<file path="config.mk">
export PLATFORM = sky130hd
export DESIGN_NAME = instruction_fetch_stage
export DESIGN_NICKNAME = d
export VERILOG_FILES = /design/src/rtl/instruction_fetch_stage_pkg.sv /design/src/rtl/instruction_fetch_stage_pc_unit.sv /design/src/rtl/instruction_fetch_stage.sv
export SDC_FILE = /design/constraint.sdc
export NUM_CORES = 1
export LEC_CHECK = 0
export ABC_AREA = 1
export ABC_CLOCK_PERIOD_IN_PS = 3500
export CAP_MARGIN = 10
export CORE_ASPECT_RATIO = 1.25
export CORE_MARGIN = 5
export CORE_UTILIZATION = 53
export DETAILED_ROUTE_END_ITERATION = 8
export GPL_ROUTABILITY_DRIVEN = 1
export PLACE_DENSITY = 0.87
export SYNTH_ARGS = -nofsm -noshare
export SYNTH_HDL_FRONTEND = slang
export SYNTH_SLANG_ARGS = --single-unit
</file>
<file path="constraint.sdc">
create_clock -name clk -period 3.5 [get_ports clk]
set_clock_uncertainty 0.05 [all_clocks]
set_input_delay 0.7 -clock clk [delete_from_list [all_inputs] [get_ports clk]]
set_output_delay 0.7 -clock clk [all_outputs]
set_load 0.005 [all_outputs]
</file>
<file path="src/rtl/instruction_fetch_stage_pkg.sv">
// ---------------------------------------------------------------------------
// instruction_fetch_stage_pkg
//   Shared definitions for the instruction fetch stage:
//     - fetch FSM state type (RUN / HALT)
//     - HALT opcode pattern (class field [15:14], function field [7:4])
//     - default NOP word and default address width
//     - helper that recognises a HALT word
// ---------------------------------------------------------------------------
package instruction_fetch_stage_pkg;

  localparam int          DEFAULT_ADDR_W    = 16;
  localparam logic [15:0] DEFAULT_NOP_INSTR = 16'hC0E0;

  localparam logic [1:0]  HALT_CLASS = 2'b11;
  localparam logic [3:0]  HALT_FUNC  = 4'b1111;

  typedef enum logic {
    ST_RUN  = 1'b0,
    ST_HALT = 1'b1
  } fetch_state_t;

  // A HALT is identified by its class and function fields only; the
  // remaining bits are don't-care.
  function automatic logic is_halt_word(input logic [15:0] word);
    return (word[15:14] == HALT_CLASS) && (word[7:4] == HALT_FUNC);
  endfunction

endpackage

</file>
<file path="src/rtl/instruction_fetch_stage_pc_unit.sv">
// ---------------------------------------------------------------------------
// fetch_pc_unit
//   Owns the program counter (next address to issue), the pending address
//   (address issued last cycle) and the instruction-memory address mux.
//
// Ports:
//   clk              in   system clock, rising edge
//   rst              in   asynchronous active-high reset
//   i_run            in   fetch FSM is in RUN (HALT freezes this unit)
//   i_stall          in   downstream hold request
//   i_branch_taken   in   redirect pulse
//   i_branch_target  in   redirect address
//   o_imem_addr      out  combinational instruction-memory read address
//   o_pend_addr      out  address whose data arrives on imem_rdata this cycle
// ---------------------------------------------------------------------------
module fetch_pc_unit
  import instruction_fetch_stage_pkg::*;
#(
  parameter int                ADDR_W   = DEFAULT_ADDR_W,
  parameter logic [ADDR_W-1:0] RESET_PC = '0
) (
  input  logic              clk,
  input  logic              rst,
  input  logic              i_run,
  input  logic              i_stall,
  input  logic              i_branch_taken,
  input  logic [ADDR_W-1:0] i_branch_target,
  output logic [ADDR_W-1:0] o_imem_addr,
  output logic [ADDR_W-1:0] o_pend_addr
);

  localparam logic [ADDR_W-1:0] ADDR_ONE = ADDR_W'(1);

  logic [ADDR_W-1:0] r_pc;
  logic [ADDR_W-1:0] r_pend_addr;
  logic              w_branch;
  logic              w_hold;

  // Branch and stall only matter while running; in HALT both are ignored.
  assign w_branch = i_run & i_branch_taken;
  assign w_hold   = i_run & i_stall;

  // NOTE: every path of a combinational block must assign its outputs
  // (here via the default first), otherwise a latch is inferred.
  always_comb begin
    o_imem_addr = r_pc;
    if (w_branch) begin
      o_imem_addr = i_branch_target;
    end else if (w_hold) begin
      // Re-read the pending word so its data is still on imem_rdata when
      // the stall is released.
      o_imem_addr = r_pend_addr;
    end
  end

  // NOTE: state registers use non-blocking assignments so every flop samples
  // the pre-edge values, independent of statement order.
  always_ff @(posedge clk or posedge rst) begin
    if (rst) begin
      r_pc        <= RESET_PC;
      r_pend_addr <= RESET_PC;
    end else if (w_branch) begin
      r_pc        <= i_branch_target + ADDR_ONE;
      r_pend_addr <= i_branch_target;
    end else if (i_run && !i_stall) begin
      r_pc        <= r_pc + ADDR_ONE;
      r_pend_addr <= r_pc;
    end
  end

  assign o_pend_addr = r_pend_addr;

endmodule

</file>
<file path="src/rtl/instruction_fetch_stage.sv">
// ---------------------------------------------------------------------------
// instruction_fetch_stage
//   Fetch stage in front of the instruction decoder. Issues addresses to a
//   synchronous instruction memory (1-cycle read latency) and captures the
//   returned word in the instruction register that drives the decoder's op
//   input. Handles sequential advance, stalls, taken-branch redirect with
//   squash, and sticky HALT detection.
//
// Ports:
//   clk            in   system clock, rising edge
//   rst            in   asynchronous active-high reset
//   stall          in   downstream hold; freezes the stage
//   branch_taken   in   one-cycle redirect pulse (overrides stall)
//   branch_target  in   redirect address
//   imem_addr      out  instruction-memory read address (combinational)
//   imem_rdata     in   memory data for the address issued last cycle
//   op             out  instruction register (NOP_INSTR when not valid)
//   op_pc          out  address of the instruction in op
//   op_valid       out  op holds a real, non-squashed instruction
//   halted         out  HALT reached; sticky until reset
// ---------------------------------------------------------------------------
module instruction_fetch_stage
  import instruction_fetch_stage_pkg::*;
#(
  parameter int                ADDR_W    = DEFAULT_ADDR_W,
  parameter logic [ADDR_W-1:0] RESET_PC  = '0,
  parameter logic [15:0]       NOP_INSTR = DEFAULT_NOP_INSTR
) (
  input  logic              clk,
  input  logic              rst,
  input  logic              stall,
  input  logic              branch_taken,
  input  logic [ADDR_W-1:0] branch_target,
  output logic [ADDR_W-1:0] imem_addr,
  input  logic [15:0]       imem_rdata,
  output logic [15:0]       op,
  output logic [ADDR_W-1:0] op_pc,
  output logic              op_valid,
  output logic              halted
);

  fetch_state_t      r_state;
  fetch_state_t      w_state_nxt;
  logic              r_fetch_valid;
  logic              w_fetch_valid_nxt;
  logic [15:0]       r_op;
  logic [15:0]       w_op_nxt;
  logic [ADDR_W-1:0] r_op_pc;
  logic [ADDR_W-1:0] w_op_pc_nxt;
  logic              r_op_valid;
  logic              w_op_valid_nxt;
  logic              r_halted;
  logic              w_halted_nxt;

  logic              w_run;
  logic [ADDR_W-1:0] w_pend_addr;

  assign w_run = (r_state == ST_RUN);

  fetch_pc_unit #(
    .ADDR_W   (ADDR_W),
    .RESET_PC (RESET_PC)
  ) u_pc_unit (
    .clk             (clk),
    .rst             (rst),
    .i_run           (w_run),
    .i_stall         (stall),
    .i_branch_taken  (branch_taken),
    .i_branch_target (branch_target),
    .o_imem_addr     (imem_addr),
    .o_pend_addr     (w_pend_addr)
  );

  // Next-state / next-register logic. Defaults hold everything, which is
  // exactly the stall behaviour.
  always_comb begin
    w_state_nxt       = r_state;
    w_fetch_valid_nxt = r_fetch_valid;
    w_op_nxt          = r_op;
    w_op_pc_nxt       = r_op_pc;
    w_op_valid_nxt    = r_op_valid;
    w_halted_nxt      = r_halted;

    case (r_state)
      ST_RUN: begin
        if (branch_taken) begin
          // Squash whatever arrives this cycle; the target word is the
          // next one wanted.
          w_fetch_valid_nxt = 1'b1;
          w_op_nxt          = NOP_INSTR;
          w_op_valid_nxt    = 1'b0;
        end else if (!stall) begin
          w_fetch_valid_nxt = 1'b1;
          if (r_fetch_valid) begin
            w_op_nxt       = imem_rdata;
            w_op_pc_nxt    = w_pend_addr;
            w_op_valid_nxt = 1'b1;
            if (is_halt_word(imem_rdata)) begin
              w_state_nxt       = ST_HALT;
              w_halted_nxt      = 1'b1;
              w_fetch_valid_nxt = 1'b0;
            end
          end else begin
            w_op_nxt       = NOP_INSTR;
            w_op_valid_nxt = 1'b0;
          end
        end
      end
      ST_HALT: begin
        // HALT word stays visible for one cycle, then the register idles.
        w_op_nxt       = NOP_INSTR;
        w_op_valid_nxt = 1'b0;
      end
      default: begin
        w_state_nxt = ST_RUN;
      end
    endcase
  end

  always_ff @(posedge clk or posedge rst) begin
    if (rst) begin
      r_state       <= ST_RUN;
      r_fetch_valid <= 1'b0;
      r_op          <= NOP_INSTR;
      r_op_pc       <= '0;
      r_op_valid    <= 1'b0;
      r_halted      <= 1'b0;
    end else begin
      r_state       <= w_state_nxt;
      r_fetch_valid <= w_fetch_valid_nxt;
      r_op          <= w_op_nxt;
      r_op_pc       <= w_op_pc_nxt;
      r_op_valid    <= w_op_valid_nxt;
      r_halted      <= w_halted_nxt;
    end
  end

  assign op       = r_op;
  assign op_pc    = r_op_pc;
  assign op_valid = r_op_valid;
  assign halted   = r_halted;

endmodule
</file>
# Yosys cells after proc, flatten, opt, wreduce, memory -nomap -nowiden

Index checks and enable logic that the tools add are counted.
Widths: inputs -> output; s select.

Flip-flop bits (word level): 68
Input bits: 36
Output and inout port bits: 50
Word-level logic and storage cells: 49

Add/subtract/negate cells: 2
Eq/ne operators: 4
Muxes and demuxes: 23
Bitwise gates (word level): 5
Reduce and logical (&&, ||, !) cells: 7

Operators with widths:

| operator              | number |
|---|---|
| $mux 16               | 9 |
| $add 16x1->16 const B | 2 |
| $pmux 16 s2           | 1 |
| $mux 1                | 12 |
| $reduce_and 5->1      | 1 |
| $eq 4x4->1 const B    | 1 |
| $reduce_and 4->1      | 1 |
| $ne 3x3->1 const B    | 1 |
| $not 1->1             | 3 |
| $and 1x1->1           | 2 |
| $eq 2x2->1 const B    | 1 |
| $logic_and 1x1->1     | 2 |
| $ne 2x1->1 const B    | 1 |
| $pmux 1 s2            | 1 |
| $reduce_and 2->1      | 1 |
| $reduce_bool 2->1     | 1 |
| $logic_not 1->1       | 1 |

# Depth between registers and ports, before layout

Depth after elaboration: 7
Mapped depth: 13

# By module

Synthesis repeated with hierarchy kept, for this count alone.

Cell total of the unflattened synthesis: 485
Area total of the unflattened synthesis: 3718.6 µm²

By module, submodules not included:

| module                  | instances | cells an instance | area an instance (µm²) | seq. area each (µm²) |
|---|---|---|---|---|
| fetch_pc_unit           | 1         | 308               | 2189.6                 | 800.8 |
| instruction_fetch_stage | 1         | 177               | 1529.0                 | 907.1 |

# Least setup slack after synthesis

Ideal clock, no wire load.

Kind: input to output
Start: input port branch_taken
End: output port imem_addr[10]
Arrival time: 1.600 ns
Slack: 1.150 ns
Stages: 6
Buffers on the path: 3
Path through: buf_4 -> nand2_4 -> buf_2 -> clkbuf_1 -> o21ai_0 -> o21ai_0

Cells in the longest elaborated chain, start to end: 2

RTL lines:

| element         | line                                  | text |
|---|---|---|
| start, declared | instruction_fetch_stage.sv:32         | `input logic branch_taken,` |
| $and 1x1->1     | instruction_fetch_stage_pc_unit.sv:40 | `assign w_branch = i_run & i_branch_taken;` |
| $mux 16         | instruction_fetch_stage_pc_unit.sv:47 | `if (w_branch) begin` |
| end, declared   | instruction_fetch_stage.sv:34         | `output logic [ADDR_W-1:0] imem_addr,` |

Every way passes these cells.

# Worst setup path after layout

Start: input port stall
End: output port imem_addr[15]

Cells in the longest elaborated chain, start to end: 3

RTL lines:

| element         | line                                  | text |
|---|---|---|
| start, declared | instruction_fetch_stage.sv:31         | `input logic stall,` |
| $and 1x1->1     | instruction_fetch_stage_pc_unit.sv:41 | `assign w_hold = i_run & i_stall;` |
| $mux 16         | instruction_fetch_stage_pc_unit.sv:49 | `end else if (w_hold) begin` |
| $mux 16         | instruction_fetch_stage_pc_unit.sv:47 |  |

Every way passes these cells.

==> impl_metrics.toml <==
[die]
pin_count = 86
row_count = 33
die_w_um = 82.83
coreArea_um2 = 6524
die_area_um2 = 8368
die_h_um = 101.0
start_util_pct = 53.86

[place]
dp.cells = 633
pre_cts_slack_ns = 0.1448
numPortBuffers = 85
placed_area_um2 = 4481
routabilityCongestion = 0.8850
hpwl_um = 6487

[run_status]
status = "complete, no violations"

[yosys]
synthTopCellsByCount = "nand2_1 (127), o21ai_0 (64), dfrtp_1 (63)"
synth_fp_nets = 508
synthCells = 471
synth-seq-area-share_pct = 48.61
synth_edf_count = 0
ys_types = 28
ys.flop_type = "dfrtp_1"
yosys_warnings = 0
syn_area_um2 = 3513
synth_seq_cells = 68
ys_top_cells_by_area = "dfrtp_1 (45%), nand2_1 (14%), o21ai_0 (9.1%), nand3_1 (7.3%), inv_1 (6.2%)"
avgSynthCellArea_um2 = 7.459
yosysTopAreaCellShare_pct = 44.87
yosys.area.top_type = "dfrtp_1"
yosysMostFrequentCell = "nand2_1"
async_reset_ff_share_pct = 100.0

[global_route]
grt_overflow = 0
grt_max_degree = 69
grt_pass1_vias = 3611
grt_pass1_wl_um = 16300
antenna_found_initial = 0
track_usage_pct = 23.86

[drt]
drc = 0
wl_um = 9415
avgRoutedWirePerCell_um = 14.51
vias = 3441
first_iter_violations = 221
viasPerCell = 5.302
antenna_left = 0
first_pass_iters = 5

[job]
max-cap-violations = 0

[worst_setup_path]
crit_path_max_incr_delay_ns = 0.54
criticalPathCategory = "in -> out"
worst_path_max_delay_cell = "clkdlybuf4s50_1"
timing.rr.end = "u_pc_unit.r_pc[14]$_DFFE_PP0P_"
worstSetupStartpoint = "stall"
worstPathMaxFanout = 14
crit_path_end_kind = "primary output"
rr_worst_depth = 9
worst_setup_path_start_kind = "primary input"
arrival_ns = 2.62
rrSetupSlack_ns = 1.00
cp_cell_sequence = "clkdlybuf4s50_1 > inv_1 > nor2_1 > inv_1 > buf_4 > nor2_1 > o21ai_0 > clkdlybuf4s50_1"
cpLargestDelayFamily = "buffers and inverters"
r2r_start = "r_state$_DFF_PP0_"
crit_required_ns = 2.75
crit_buf_inv = 5

[cts]
worstSkewPairLatency_ns = 0.35
path_clk_slew_ns = 0.07
clock_path_buffers = 2
cts_tree = "done"
htreeDepth = 3
clock_sinks = 68
cts_setup_buffers = 0
ctsResizeCount = 0
cts-buffers-inserted = 9
clock-root-buffer = "clkbuf_8"
cts.hold.buffers_added = 0

[pwr]
power_mw = 1.797
irDropWorstVdd_uv = 289.6
p_leak_nw = 2.289
power_density_nw_per_um2 = 380.7

[final_layout]
syn2layout_area_growth_pct = 34.33
drive_above_1_share_pct = 8.541
stdcell_count = 649
antenna_cells = 0
final_area_um2 = 4720
finalNetCount = 594

[worst_hold_path]
worstHoldStart = "op_pc[12]$_DFFE_PP0P_"
hold_end = "op_pc[12]$_DFFE_PP0P_"
hp-class = "reg -> reg"
holdPathStages = 2

[timing]
worst_pin_slew_ns = 0.8601
rsz0062_at_grt = "false"
fin_crit_ns = 3.365
worst_slack_ns = 0.1347
final_hold_viol_count = 0
report.final.slew_viol_count = 0
post-route-period-util_pct = 96.15
setup_viol = 0
clock.fmax_mhz = 297.2
maxSlewHeadroom_pct = 42.66
setup_tns_ns = 0
area by class of cell:
type	count	area [um2]
clock inverters	7	115.1
multi-input cells	319	1474
repair buffers	98	960.9
flip-flops and latches	68	1708
fillers	558	1804
clock buffers	9	123.9
well taps	87	108.9
inverters	61	229.0
worst register-to-register path, delay by kind of cell, from the launching register on:
family,cells,cell delay [ns]
AO/OA/AOI/OAI,1,0.34
adder cells (fa/ha/maj),1,0.25
buffers and inverters,1,0.30
flip-flops,1,0.45
AND/OR/NAND/NOR,6,1.01
how the worst max path moves through the flow:
stage | end | slack, ns | cells past startpoint
after floorplan | halted$_DFFE_PP0P_ | 1.05 | 1
after global placement | imem_addr[14] | 0.17 | 8
after detailed placement | imem_addr[14] | 0.14 | 8
after CTS | imem_addr[14] | 0.15 | 8
after global routing | imem_addr[12] | 0.008 | 8
final | imem_addr[15] | 0.13 | 8
cells by family after synthesis:
family	after synthesis	share of synthesized area [%]
flops	68	48.61
mux	1	0.3205
buf+inv	84	9.437
simple gates	228	27.71
compound gates	89	13.57
fa+ha+maj	1	0.3561
registers in the layout, summed over array words and instances (netlist names):
| signal | cells |
|---|---|
| r_state | 1 |
| u_pc_unit.r_pc | 16 |
| halted | 1 |
| op_pc | 16 |
| u_pc_unit.o_pend_addr | 16 |
| r_fetch_valid | 1 |
| op_valid | 1 |
| op | 16 |
power breakdown:
part / internal (mW) / total [mW] / switching [mW]
Clock: 0.470 / 0.783 / 0.313
Sequential: 0.814 / 0.831 / 0.0164
Combinational: 0.0956 / 0.183 / 0.0874
layer usage:
layer / GRT usage, % / vias up / share of wire (%)
met1: 28.98 / 1609 / 41
met3: 5.724 / 19 / 7.3
met5: 0 / - / 0
li1: - / 1684 / -
met4: 10.06 / 0 / 1.8
met2: 40.74 / 129 / 50
through the flow:
stage	hold slack (ns)	utilization [%]
floorplan	0.4096	-
global placement	0.4145	68.68
detailed placement	0.4267	68.68
CTS	0.4459	72.34
global route	0.4649	72.34
finish	0.4387	72.34
layout by cell type (no fill, tap or decap), drive strengths merged:
master / n
dfrtp: 63
nand3b: 2
buf: 13
nor2: 43
o22ai: 6
a21oi: 9
ha: 1
o211ai: 4
o221ai: 1
clkinvlp: 2
clkdlybuf4s50: 85
nand2: 129
inv: 61
o31ai: 1
clkinv: 2
o21a: 2
clkbuf: 9
o21bai: 1
dfstp: 5
bufinv: 3
mux2: 1
o21ai: 65
nand3: 52
nand4: 2
Power figures use the tool's default switching activity.
